<file path="src/rtl/lsu_pkg.sv">
// lsu_pkg: shared encodings for the load/store unit.
// Operation codes, FSM states, byte-enable patterns.
package lsu_pkg;

  localparam logic [2:0] LD_LB  = 3'd0;
  localparam logic [2:0] LD_LH  = 3'd1;
  localparam logic [2:0] LD_LW  = 3'd2;
  localparam logic [2:0] LD_LBU = 3'd4;
  localparam logic [2:0] LD_LHU = 3'd5;

  localparam logic [1:0] ST_SB = 2'd0;
  localparam logic [1:0] ST_SH = 2'd1;
  localparam logic [1:0] ST_SW = 2'd2;

  localparam logic [3:0] BE_B0  = 4'b0001;
  localparam logic [3:0] BE_LO  = 4'b0011;
  localparam logic [3:0] BE_HI  = 4'b1100;
  localparam logic [3:0] BE_ALL = 4'b1111;

  typedef enum logic [1:0] {
    S_IDLE,
    S_REQ,
    S_WAIT,
    S_DONE
  } lsu_state_e;

  typedef enum logic [1:0] {
    SZ_B,
    SZ_H,
    SZ_W
  } lsu_size_e;

  // Unlisted load codes fall back to a full word.
  function automatic lsu_size_e ld_size(
    input logic [2:0] op
  );
    case (op)
      LD_LB, LD_LBU: return SZ_B;
      LD_LH, LD_LHU: return SZ_H;
      LD_LW:         return SZ_W;
      default:       return SZ_W;
    endcase
  endfunction

  // Code 3 stores a full word.
  function automatic lsu_size_e st_size(
    input logic [1:0] op
  );
    case (op)
      ST_SB:   return SZ_B;
      ST_SH:   return SZ_H;
      ST_SW:   return SZ_W;
      default: return SZ_W;
    endcase
  endfunction

endpackage

</file>
<file path="src/rtl/lsu_ctrl_if.sv">
// lsu_ctrl_if: data-memory bus between LSU and memory.
// Request/grant plus read-response channel.
interface lsu_ctrl_if #(
  parameter int ADDR_W = 32
) ();

  logic              bus_req;
  logic              bus_we;
  logic [ADDR_W-1:0] bus_addr;
  logic [31:0]       bus_wdata;
  logic [3:0]        bus_be;
  logic              bus_gnt;
  logic              bus_rvalid;
  logic [31:0]       bus_rdata;

  modport master (
    output bus_req,
    output bus_we,
    output bus_addr,
    output bus_wdata,
    output bus_be,
    input  bus_gnt,
    input  bus_rvalid,
    input  bus_rdata
  );

  modport slave (
    input  bus_req,
    input  bus_we,
    input  bus_addr,
    input  bus_wdata,
    input  bus_be,
    output bus_gnt,
    output bus_rvalid,
    output bus_rdata
  );

endinterface

</file>
<file path="src/rtl/lsu_align.sv">
// lsu_align: byte-lane steering, load extension and
// alignment check. Purely combinational.
module lsu_align
  import lsu_pkg::*;
(
  input  logic        mem_rw,
  input  logic [2:0]  load_op,
  input  logic [1:0]  write_op,
  input  logic [1:0]  off,
  input  logic [31:0] wdata,
  input  logic [31:0] rword,
  output logic [3:0]  be,
  output logic [31:0] wrep,
  output logic [31:0] ldata,
  output logic        misalign
);

  lsu_size_e   sz;
  lsu_size_e   ssz;
  logic [31:0] shifted;
  logic [7:0]  lb;
  logic [15:0] lh;

  // Access size and the alignment fault it implies.
  always_comb begin
    ssz = st_size(write_op);
    sz  = mem_rw ? ssz : ld_size(load_op);
    misalign = 1'b0;
    unique case (sz)
      SZ_H:    misalign = off[0];
      SZ_W:    misalign = |off;
      default: misalign = 1'b0;
    endcase
  end

  // Store lanes: enables follow the offset, data is replicated.
  always_comb begin
    be   = BE_ALL;
    wrep = wdata;
    unique case (ssz)
      SZ_B: begin
        be   = BE_B0 << off;
        wrep = {4{wdata[7:0]}};
      end
      SZ_H: begin
        be   = off[1] ? BE_HI : BE_LO;
        wrep = {2{wdata[15:0]}};
      end
      default: begin
        be   = BE_ALL;
        wrep = wdata;
      end
    endcase
  end

  // Load extract then sign or zero extend.
  always_comb begin
    shifted = rword >> {off, 3'b000};
    lb      = shifted[7:0];
    lh      = off[1] ? rword[31:16] : rword[15:0];
    ldata   = rword;
    unique case (load_op)
      LD_LB:   ldata = {{24{lb[7]}}, lb};
      LD_LH:   ldata = {{16{lh[15]}}, lh};
      LD_LBU:  ldata = {24'd0, lb};
      LD_LHU:  ldata = {16'd0, lh};
      default: ldata = rword;
    endcase
  end

endmodule

</file>
<file path="src/rtl/lsu_ctrl.sv">
// lsu_ctrl: load/store unit FSM driving the data bus.
// Stalls the core until each access completes.
module lsu_ctrl
  import lsu_pkg::*;
#(
  parameter int ADDR_W = 32
) (
  input  logic              clk,
  input  logic              rst,
  input  logic              req_valid,
  output logic              req_ready,
  input  logic              mem_rw,
  input  logic [2:0]        load_op,
  input  logic [1:0]        write_op,
  input  logic [ADDR_W-1:0] addr,
  input  logic [31:0]       wdata,
  output logic [31:0]       rdata,
  output logic              done,
  output logic              misalign,
  output logic              stall,
  lsu_ctrl_if.master        bus
);

  lsu_state_e        state_q, state_d;
  logic              mem_rw_q, mem_rw_d;
  logic [2:0]        load_op_q, load_op_d;
  logic [1:0]        write_op_q, write_op_d;
  logic [1:0]        off_q, off_d;
  logic [31:0]       rdata_q, rdata_d;
  logic              done_q, done_d;
  logic              mis_q, mis_d;
  logic              bus_req_q, bus_req_d;
  logic              bus_we_q, bus_we_d;
  logic [ADDR_W-1:0] bus_addr_q, bus_addr_d;
  logic [31:0]       bus_wdata_q, bus_wdata_d;
  logic [3:0]        bus_be_q, bus_be_d;

  logic        idle;
  logic        al_rw;
  logic [2:0]  al_lop;
  logic [1:0]  al_wop;
  logic [1:0]  al_off;
  logic [3:0]  al_be;
  logic [31:0] al_wrep;
  logic [31:0] al_ldata;
  logic        al_mis;

  assign idle = (state_q == S_IDLE);

  // Aligner sees live inputs at accept, latched op afterwards.
  always_comb begin
    al_rw  = idle ? mem_rw   : mem_rw_q;
    al_lop = idle ? load_op  : load_op_q;
    al_wop = idle ? write_op : write_op_q;
    al_off = idle ? addr[1:0] : off_q;
  end

  lsu_align u_align (
    .mem_rw   (al_rw),
    .load_op  (al_lop),
    .write_op (al_wop),
    .off      (al_off),
    .wdata    (wdata),
    .rword    (bus.bus_rdata),
    .be       (al_be),
    .wrep     (al_wrep),
    .ldata    (al_ldata),
    .misalign (al_mis)
  );

  // Next-state and next-output decode.
  always_comb begin
    state_d     = state_q;
    mem_rw_d    = mem_rw_q;
    load_op_d   = load_op_q;
    write_op_d  = write_op_q;
    off_d       = off_q;
    rdata_d     = rdata_q;
    done_d      = 1'b0;
    mis_d       = 1'b0;
    bus_req_d   = bus_req_q;
    bus_we_d    = bus_we_q;
    bus_addr_d  = bus_addr_q;
    bus_wdata_d = bus_wdata_q;
    bus_be_d    = bus_be_q;
    unique case (state_q)
      S_IDLE: begin
        if (req_valid) begin
          mem_rw_d   = mem_rw;
          load_op_d  = load_op;
          write_op_d = write_op;
          off_d      = addr[1:0];
          if (al_mis) begin
            state_d = S_DONE;
            done_d  = 1'b1;
            mis_d   = 1'b1;
          end else begin
            state_d     = S_REQ;
            bus_req_d   = 1'b1;
            bus_we_d    = mem_rw;
            bus_addr_d  = {addr[ADDR_W-1:2], 2'b00};
            bus_wdata_d = al_wrep;
            bus_be_d    = mem_rw ? al_be : BE_ALL;
          end
        end
      end
      S_REQ: begin
        if (bus.bus_gnt) begin
          bus_req_d = 1'b0;
          bus_we_d  = 1'b0;
          if (mem_rw_q) begin
            state_d = S_DONE;
            done_d  = 1'b1;
          end else begin
            state_d = S_WAIT;
          end
        end
      end
      S_WAIT: begin
        if (bus.bus_rvalid) begin
          rdata_d = al_ldata;
          state_d = S_DONE;
          done_d  = 1'b1;
        end
      end
      default: begin
        state_d = S_IDLE;
      end
    endcase
  end

  // State and registered outputs; reset drops bus_req at once.
  always_ff @(posedge clk or posedge rst) begin
    if (rst) begin
      state_q     <= S_IDLE;
      mem_rw_q    <= 1'b0;
      load_op_q   <= 3'd0;
      write_op_q  <= 2'd0;
      off_q       <= 2'd0;
      rdata_q     <= 32'd0;
      done_q      <= 1'b0;
      mis_q       <= 1'b0;
      bus_req_q   <= 1'b0;
      bus_we_q    <= 1'b0;
      bus_addr_q  <= '0;
      bus_wdata_q <= 32'd0;
      bus_be_q    <= 4'd0;
    end else begin
      state_q     <= state_d;
      mem_rw_q    <= mem_rw_d;
      load_op_q   <= load_op_d;
      write_op_q  <= write_op_d;
      off_q       <= off_d;
      rdata_q     <= rdata_d;
      done_q      <= done_d;
      mis_q       <= mis_d;
      bus_req_q   <= bus_req_d;
      bus_we_q    <= bus_we_d;
      bus_addr_q  <= bus_addr_d;
      bus_wdata_q <= bus_wdata_d;
      bus_be_q    <= bus_be_d;
    end
  end

  assign req_ready     = idle;
  assign stall         = (state_q == S_REQ) ||
                         (state_q == S_WAIT) ||
                         (idle && req_valid);
  assign rdata         = rdata_q;
  assign done          = done_q;
  assign misalign      = mis_q;
  assign bus.bus_req   = bus_req_q;
  assign bus.bus_we    = bus_we_q;
  assign bus.bus_addr  = bus_addr_q;
  assign bus.bus_wdata = bus_wdata_q;
  assign bus.bus_be    = bus_be_q;

endmodule

</file>
<file path="src/flat_wrapper.sv">
// flat-port wrapper written by rule: the top's interface ports become plain ports
module lsu_ctrl_flat import lsu_pkg::*;
#(
  parameter int ADDR_W = 32
)
  (clk, rst, req_valid, req_ready, mem_rw, load_op, write_op, addr, wdata, rdata, done, misalign, stall, bus_bus_req, bus_bus_we, bus_bus_addr, bus_bus_wdata, bus_bus_be, bus_bus_gnt, bus_bus_rvalid, bus_bus_rdata);
  lsu_ctrl_if #(.ADDR_W(ADDR_W)) bus_i ();
  input  logic clk;
  input  logic rst;
  input  logic req_valid;
  output logic req_ready;
  input  logic mem_rw;
  input  logic [2:0] load_op;
  input  logic [1:0] write_op;
  input  logic [ADDR_W-1:0] addr;
  input  logic [31:0] wdata;
  output logic [31:0] rdata;
  output logic done;
  output logic misalign;
  output logic stall;
  output wire logic [$bits(bus_i.bus_req)-1:0] bus_bus_req;
  output wire logic [$bits(bus_i.bus_we)-1:0] bus_bus_we;
  output wire logic [$bits(bus_i.bus_addr)-1:0] bus_bus_addr;
  output wire logic [$bits(bus_i.bus_wdata)-1:0] bus_bus_wdata;
  output wire logic [$bits(bus_i.bus_be)-1:0] bus_bus_be;
  input wire logic [$bits(bus_i.bus_gnt)-1:0] bus_bus_gnt;
  input wire logic [$bits(bus_i.bus_rvalid)-1:0] bus_bus_rvalid;
  input wire logic [$bits(bus_i.bus_rdata)-1:0] bus_bus_rdata;
  assign bus_bus_req = bus_i.bus_req;
  assign bus_bus_we = bus_i.bus_we;
  assign bus_bus_addr = bus_i.bus_addr;
  assign bus_bus_wdata = bus_i.bus_wdata;
  assign bus_bus_be = bus_i.bus_be;
  assign bus_i.bus_gnt = bus_bus_gnt;
  assign bus_i.bus_rvalid = bus_bus_rvalid;
  assign bus_i.bus_rdata = bus_bus_rdata;
  lsu_ctrl #(.ADDR_W(ADDR_W)) u_core (.clk(clk), .rst(rst), .req_valid(req_valid), .req_ready(req_ready), .mem_rw(mem_rw), .load_op(load_op), .write_op(write_op), .addr(addr), .wdata(wdata), .rdata(rdata), .done(done), .misalign(misalign), .stall(stall), .bus(bus_i));
endmodule
</file>
<file path="config.mk">
export PLATFORM = sky130hd
export DESIGN_NAME = lsu_ctrl_flat
export DESIGN_NICKNAME = d
export VERILOG_FILES = /design/src/rtl/lsu_pkg.sv /design/src/rtl/lsu_ctrl_if.sv /design/src/rtl/lsu_align.sv /design/src/rtl/lsu_ctrl.sv /design/src/flat_wrapper.sv
export SDC_FILE = /design/constraint.sdc
export NUM_CORES = 1
export LEC_CHECK = 0
export CAP_MARGIN = 20
export CORE_MARGIN = 5
export CORE_UTILIZATION = 40
export DETAILED_ROUTE_END_ITERATION = 10
export PLACE_DENSITY_LB_ADDON = 0.25
export SLEW_MARGIN = 25
export SYNTH_ARGS = -nofsm -noshare
export SYNTH_HDL_FRONTEND = slang
export SYNTH_SLANG_ARGS = --single-unit
export TNS_END_PERCENT = 1
</file>
<file path="constraint.sdc">
create_clock -name clk -period 10.15 [get_ports clk]
set_clock_uncertainty 0.1 [all_clocks]
set_input_delay 2.03 -clock clk [delete_from_list [all_inputs] [get_ports clk]]
set_output_delay 2.03 -clock clk [all_outputs]
set_load 0.01 [all_outputs]
</file>
# Word-level counts from Yosys, hierarchy flattened
# Index checks and enable logic that the tools add are counted.
dict set report totals {
  output_inout_bits 106
  wordCells 79
  in_bits 107
  ff_bits 112
}
dict set report classes {
  bitwise 1
  reduce_logical 16
  n_mux 34
  eq_ne 13
  n_shift 2
}
# operator count
set ops {}
lappend ops {{32-bit case mux with 4 select lines} 1}
lappend ops {{32-bit case mux with 2 select lines} 1}
lappend ops {{32-bit by 5-bit right shift with 8-bit output} 1}
lappend ops {{16-bit two-way mux} 1}
lappend ops {{2-bit two-way mux} 7}
lappend ops {{1-bit two-way mux} 13}
lappend ops {{2-bit by 1-bit == test with 1-bit output (second input constant)} 4}
lappend ops {{4-bit two-way mux} 2}
lappend ops {{2-bit != test (second input constant)} 4}
lappend ops {{2-bit case mux with 2 select lines} 2}
lappend ops {{4-bit case mux with 2 select lines} 1}
lappend ops {{3-bit == test (second input constant)} 2}
lappend ops {{2-bit zero test} 3}
lappend ops {{1-bit case mux with 2 select lines} 3}
lappend ops {{2-bit case mux with 3 select lines} 1}
lappend ops {{3-bit AND reduction} 2}
lappend ops {{2-bit OR reduction} 3}
lappend ops {{2-bit == test (second input constant)} 2}
lappend ops {{2-bit AND reduction} 2}
lappend ops {{4-bit AND reduction} 1}
lappend ops {{1-bit by 2-bit << shifter with 4-bit output (first input constant)} 1}
lappend ops {{3-bit by 1-bit == test with 1-bit output (second input constant)} 1}
lappend ops {{3-bit zero test} 1}
lappend ops {{3-bit two-way mux} 1}
lappend ops {{other kinds (5)} 6}

# Depth between registers and ports, before layout
# Gate-level depths: netlist of run 1.
dict set report logic_depth {
  ltp_word 11
  depth_mapped 17
  ltp_nobuf 12
}

# Hierarchy
# Synthesis of run 1 repeated with hierarchy kept, for this count alone.
dict set report unflattened {
  cells_unflattened 471
  area_unflattened_um2 5655.4
}
# mod cells_per_inst instances seq_area_each_um2 area_each_um2
set modules_own_cells {}
lappend modules_own_cells {lsu_ctrl 280 1 2802.7 4470.5}
lappend modules_own_cells {lsu_align 191 1 0.0 1184.9}

# Least setup slack after synthesis of run 1
# OpenSTA, ideal clock, no wires.
dict set report synth_timing {
  path_type {input port to output port}
  startpoint {in req_valid}
  endpoint {out stall}
  path_stages 2
  n_path_buf 0
  slack_ns 5.697
  t_arrival_ns 2.323
  required_ns 8.020
  path_cell_list {nand2_2 nand2b_1}
}
dict set report synth_between {
  elab_chain_cells 2
}
# item line
set synth_lines {}
lappend synth_lines {{start, declared} flat_wrapper.sv:10} ;# input logic req_valid;
lappend synth_lines {{1-bit logical AND} lsu_ctrl.sv:168} ;# (idle && req_valid);
lappend synth_lines {{1-bit logical OR} lsu_ctrl.sv:167} ;# (state_q == S_WAIT) ||
lappend synth_lines {{end, declared} flat_wrapper.sv:20} ;# output logic stall;
# Every way passes these cells.

# Worst setup path in the final report of run 1
dict set report layout_timing {
  startpoint {in load_op[1]}
  endpoint {reg u_core.bus_addr_q[31], in the netlist u_core.bus.bus_addr[31]}
}
dict set report layout_between {
  elab_chain_cells 9
  word_cells_on_any_way 14
  cone_classes {eq/ne (5); mux (4); bitwise (1); reduce/logical (4)}
}
# item line
set layout_lines {}
lappend layout_lines {{start, declared} flat_wrapper.sv:13} ;# input logic [2:0] load_op;
lappend layout_lines {{3-bit two-way mux (*)} lsu_ctrl.sv:53} ;# al_lop = idle ? load_op : load_op_q;
lappend layout_lines {{3-bit == test (tied with other cells)} lsu_pkg.sv:37} ;# case (op)
lappend layout_lines {{2-bit OR reduction} lsu_pkg.sv:37}
lappend layout_lines {{2-bit case mux with 2 select lines (*)} lsu_pkg.sv:37}
lappend layout_lines {{2-bit two-way mux (*)} lsu_align.sv:27} ;# sz = mem_rw ? ssz : ld_size(load_op);
lappend layout_lines {{2-bit == test or 2-bit by 1-bit == test with 1-bit output (tied branches)} lsu_align.sv:29} ;# unique case (sz)
lappend layout_lines {{1-bit case mux with 2 select lines (*)} lsu_align.sv:29}
lappend layout_lines {{1-bit NOT (no line) (*)} n/a}
lappend layout_lines {{3-bit AND reduction (no line) (*)} n/a}
lappend layout_lines {{end signal, assigned} lsu_ctrl.sv:159} ;# bus_addr_q <= bus_addr_d;
lappend layout_lines {{end, declared} lsu_ctrl.sv:34} ;# logic [ADDR_W-1:0] bus_addr_q, bus_addr_d;
# Every way passes the cells marked *; elsewhere a longest branch is shown, timed or not.
# A chain may end at the register's enable or synchronous reset.

==> out/metrics.cfg, run 1 <==
[run_status]
outcome=complete, no violations

[timing]
hold_viol=0
slew_headroom_pct=33.5
timing.final.ws_setup_ps=4380
rsz0062_at_grt=false
fin_crit_ps=5770
drv_slew=0
setup_viol=0
tns_ps=0
fmax_mhz=173
fin_crit_sh_pct=56.8
tightest_slew_ps=978

[cells_and_area]
fill_cells=1126
drive_gt1_share_pct=14.8
layout_commonest_cell=clkdlybuf4s50_1
layout.area.seq_um2=2800
stdcell_area_um2=7960
layout_common_cells=clkdlybuf4s50_1, dfrtp_1, mux2_2
final_net_count=812
diodes=0
area_growth_pct=44.7
multi_input_area_um2=2460

[yosys]
syn_inst=503
synth-seq-cells=112
synth_area_per_cell_um2=10.9
synthArstFlopShare_pct=100
synthesis.area_um2=5500
synth_edf_count=0
synth_ff_type=dfrtp_1
synth_cell_types=46
ys_warn_count=0
yosysSeqAreaShare_pct=51.0

[floorplanning]
start_util_pct=41.2
die_width_um=127
core-area_um2=13300
io_pins=213
die_y_um=127
die_area_um2=16200
rows=42

[global_route]
overflow=0
grt_pass1_wl_um=25900
antenna_found_initial=0
grt_max_degree=80
grt_pass1_vias=4805
grt.total_usage_pct=20.2

[clocking]
htreeDepth=3
cts_setup_buffers=0
holdBufCountCts=0
cts_tree=yes
numCtsBuffers=9
cts_resized=0
clock_latency_ps=350
cts.sinks=112
cts_buffer_depth=2
path_clk_slew_ps=70
cts_root_buffer=clkbuf_16

[routing]
avgRoutedWirePerCell_um=18.8
remaining_drc_errors=0
viasPerCell=5.31
final_antenna_net_count=0
wl_um=16500
num_vias=4676
drtIter0Drc=362
firstDrtPassIters=7

[pwr]
pwr_density_cell_nw_per_um2=338
ir_drop_v=0.000153
p_leak_nw=3.31

[hold_path]
hold_path_class=reg2reg

[placed_design]
finalWeightedCongestion=0.889
dpl_worst_slack_ps=4000
placed_area_um2=7640
numPortBuffers=210
dp_hpwl_um=12400

[critical_path]
crit_fanout=79
crit_type=in2reg
required_ps=10280
endpoint_kind=flip-flop
cp-start-kind=input pin
cp_data_arrival_time_ps=5900

[job]
maxCapViolCount=0

[layout make-up]
type	count	area share, %
clock buffer	12	3.22
timing repair buffer	213	26.7
clock inverter	4	0.661
sequential	112	35.2
tap	176	2.77
inverter	10	0.503
multi-input combinational	353	30.9
[per-layer routing]
metal  vias up  GRT usage (%)  routed length [um]
met3        26           8.18                2010
li1       2167              -                   -
met4         0           6.94                 380
met5         -              0                   0
met2       250           33.0                7730
met1      2233           24.4                6400
[power breakdown]
group / total, mW / leakage [nW] / switching (mW) / internal (mW)
registers: 0.810 / 1.30 / 0.136 / 0.674
clock network: 0.368 / 0.153 / 0.162 / 0.206
logic: 1.51 / 1.86 / 0.740 / 0.770
[cell families after synthesis]
family	after synthesis	synth area share (%)
adders and majority gates	6	1.37
AOI/OAI and AO/OA	123	14.2
DFF	112	51.0
and+or+nand+nor	132	10.6
other	1	0.0682
muxes	90	18.3
buffers and inverters	39	4.46
[Yosys cell counts, types with 2 or more instances]
cell      number  area share (%)
dfrtp_1      112              51
mux2_2        57              12
a21oi_1       56             5.1
nand2_1       52             3.6
nor2_1        50             3.4
mux2i_1       29             5.3
o21ai_0       21             1.9
a21oi_2       14             2.2
clkbuf_1      10            0.68
inv_1         10            0.68
a31oi_1        9             1.0
buf_6          8             1.6
or3_1          8            0.91
a222oi_1       7             1.3
buf_4          6            0.82
ha_1           6             1.4
buf_2          4            0.36
nand2b_1       4            0.46
nand3_1        4            0.36
nor2b_1        4            0.46
and2_1         3            0.34
a211oi_1       2            0.27
mux2i_4        2            0.82
nand2_2        2            0.23
o311ai_0       2            0.32
[sequential cells by signal (all words and copies together), names as in the netlist]
register / count
u_core.bus.bus_we: 1
u_core.state_q: 2
u_core.bus.bus_wdata: 32
u_core.misalign: 1
u_core.bus.bus_req: 1
u_core.load_op_q: 3
u_core.bus.bus_addr: 30
u_core.done: 1
u_core.bus.bus_be: 4
u_core.mem_rw_q: 1
u_core.off_q: 2
u_core.rdata: 32
u_core.write_op_q: 2
[critical path, stage by stage]
cell	delay [ps]
clkdlybuf4s50_1	470
mux2i_1	700
and2_1	290
nand2_1	70
o21a_1	150
ha_1	320
nand2b_1	130
a21oi_2	50
nor3_4	390
buf_4	780
mux2_2	420
[per-stage QoR]
step,util [%],total power [mW],hold WS [ps],cells
2_1_floorplan,-,1.70,379,504
4_1_cts,59.6,2.71,388,880
3_5_place_dp,57.3,2.33,373,864
3_3_place_gp,57.3,2.28,359,864
5_1_grt,59.6,2.87,418,880
6_report,59.6,2.69,388,880
[final timing paths]
check	from	to	slack [ps]	depth (start not counted)
hold / removal	u_core.rdata[3]$_DFFE_PP0P_	u_core.rdata[3]$_DFFE_PP0P_	390	2
hold reg to reg	u_core.rdata[3]$_DFFE_PP0P_	u_core.rdata[3]$_DFFE_PP0P_	390	2
max in group asynchronous	rst	u_core.bus.bus_wdata[31]$_DFFE_PP0P_	6720	3
min in group asynchronous	rst	u_core.bus.bus_addr[29]$_DFFE_PP0P_	2050	2
setup / recovery	load_op[1]	u_core.bus.bus_addr[31]$_DFFE_PP0P_	4380	11
setup reg to reg	u_core.state_q[1]$_DFFE_PP0P_	u_core.bus.bus_addr[31]$_DFFE_PP0P_	5160	13
No activity file was read; power rests on OpenSTA's default activity.
==> run 2: changes to the inputs <==
- clock period: 10.15 -> 5.52 ns (I/O delays scaled with it)
==> run 2 against run 1 <==
Net effect:
- largest cell class unchanged
- core utilization shrank 0.13 points
- cell count decreased by 0.11%
- sequential share of layout area grew 0.078 points
- highest routed layer is now met5
- power up 81%
- final area down 0.22%
- clock power grew 64%
- non-clock buffer count grew 2
==> out/metrics.cfg, run 2 (same netlist as run 1, synthesis figures left out) <==
[cells_and_area]
diodes=0
fill_cells=1130
area_growth_pct=44.4
layout_commonest_cell=clkdlybuf4s50_1
final_net_count=814
layout_common_cells=clkdlybuf4s50_1, dfrtp_1, mux2_2
drive_gt1_share_pct=14.7

[hold_path]
hold-path-endpoint=u_core.rdata[7]$_DFFE_PP0P_
holdPathStages=2
hold_start=u_core.rdata[7]$_DFFE_PP0P_
hold_path_class=reg2reg

[floorplanning]
io_pins=213
die_width_um=127
start_util_pct=41.2
rows=42
core-area_um2=13300
die_area_um2=16200
die_y_um=127

[placed_design]
numPortBuffers=210
dp_hpwl_um=12000
finalWeightedCongestion=0.888

[pwr]
ir_drop_v=0.000262
pwr_density_cell_nw_per_um2=613
p_leak_nw=3.30
totalPowerFinal_mw=4.87

[global_route]
grt_pass1_wl_um=25200
grt.total_usage_pct=19.5
grt_pass1_vias=4721
use_met1_pct=23.9
grt_use_met3_pct=8.10
grtUsageMet2_pct=31.4
busiest_layer=met2
overflow=0
antenna_found_initial=1
grt_max_degree=81

[timing]
tns_ps=0
fmax_mhz=221
slew_headroom_pct=35.9
fin_crit_sh_pct=82.1
setup_viol=0
fin_crit_ps=4530
rsz0062_at_grt=false
tightest_slew_ps=935
drv_slew=0
hold_viol=0

[critical_path]
required_ps=5650
reg2reg_setup_slack_ps=1280
slowest_stage=mux2i_1
rr_startpoint=u_core.state_q[0]$_DFFE_PP0P_
cp-start-kind=input pin
cpPeakStageDelay_ps=770
cp_data_arrival_time_ps=4660
crit_fanout=79
crit_type=in2reg
r2r-end=u_core.bus.bus_wdata[3]$_DFFE_PP0P_
crit_chain=clkdlybuf4s50_1, mux2i_1, and2_1, nand2_1, o21a_1, ha_1, nand2b_1, a21oi_2, nor3_4, buf_12, mux2_2
rr_worst_depth=12
endpoint_kind=flip-flop

[clocking]
cts_tree=yes
numCtsBuffers=9
clock_latency_ps=340
cts_resized=0
cts_buffer_depth=2
holdBufCountCts=0
cts_setup_buffers=0
htreeDepth=3
cts_root_buffer=clkbuf_16
path_clk_slew_ps=70
cts.sinks=112

[routing]
viasPerCell=5.31
final_antenna_net_count=0
wl_um=16000
firstDrtPassIters=5
drtIter0Drc=438
avgRoutedWirePerCell_um=18.1
remaining_drc_errors=0
num_vias=4671

[job]
maxCapViolCount=0

[run_status]
outcome=complete, no violations

[run 2: cell types whose count changed in the layout (fill, tap and decap cells not counted), sizes merged]
cell,before,now
bufinv,1,0
clkinv,3,1
buf,3,5
[run 2: per-layer routing]
metal	vias up	wire, um	part of all wire, %
met5	-	7	0.044
met4	2	315	2.0
met3	23	1920	12
met2	230	7340	46
met1	2245	6370	40
li1	2171	-	-
[run 2: how the worst max path moves through the flow]
stage	from	end	slack, ps	cells after the start
after detailed placement	load_op[1]	u_core.bus.bus_wdata[3]$_DFFE_PP0P_	700	11
after CTS	load_op[1]	u_core.bus.bus_wdata[6]$_DFFE_PP0P_	1070	11
after global placement	load_op[1]	u_core.bus.bus_wdata[4]$_DFFE_PP0P_	880	11
final	load_op[1]	u_core.bus.bus_wdata[3]$_DFFE_PP0P_	990	11
after floorplan	rst	u_core.bus.bus_addr[10]$_DFFE_PP0P_	1360	1
after global routing	load_op[1]	u_core.bus.bus_wdata[27]$_DFFE_PP0P_	800	11
[run 2: worst max-delay path, delay by kind of cell]
family                   cells  cell delay (ps)
AO/OA/AOI/OAI                2              190
adder cells (fa/ha/maj)      1              330
AND/OR/NAND/NOR              4              920
multiplexers                 2             1150
buffers and inverters        2              860
[run 2: layout make-up]
type	instances	area (um2)	area share (%)
flip-flops and latches	112	2800	35.3
multi-input cells	353	2460	31.0
repair buffers	215	2150	27.1
clock buffers	12	256	3.23
well taps	176	220	2.77
inverters	10	42.5	0.536
clock inverters	1	5.00	0.0631
[run 2: through the flow]
| stage | instance area [um2] | hold slack, ps | cells | utilization [%] | setup slack (ps) |
|---|---|---|---|---|---|
| 6_report | 7940 | 391 | 879 | 59.5 | 990 |
| 3_3_place_gp | 7670 | 361 | 866 | 57.5 | 878 |
| 3_5_place_dp | 7670 | 377 | 866 | 57.5 | 695 |
| 2_1_floorplan | 5500 | 379 | 504 | - | 1360 |
| 4_1_cts | 7930 | 392 | 879 | 59.4 | 1070 |
| 5_1_grt | 7940 | 424 | 879 | 59.5 | 796 |
[run 2: where the power goes]
group          leakage, nW  switching (mW)  internal, mW
Sequential            1.30           0.246          1.24
Combinational         1.87            1.35          1.43
Clock                0.130           0.279         0.323
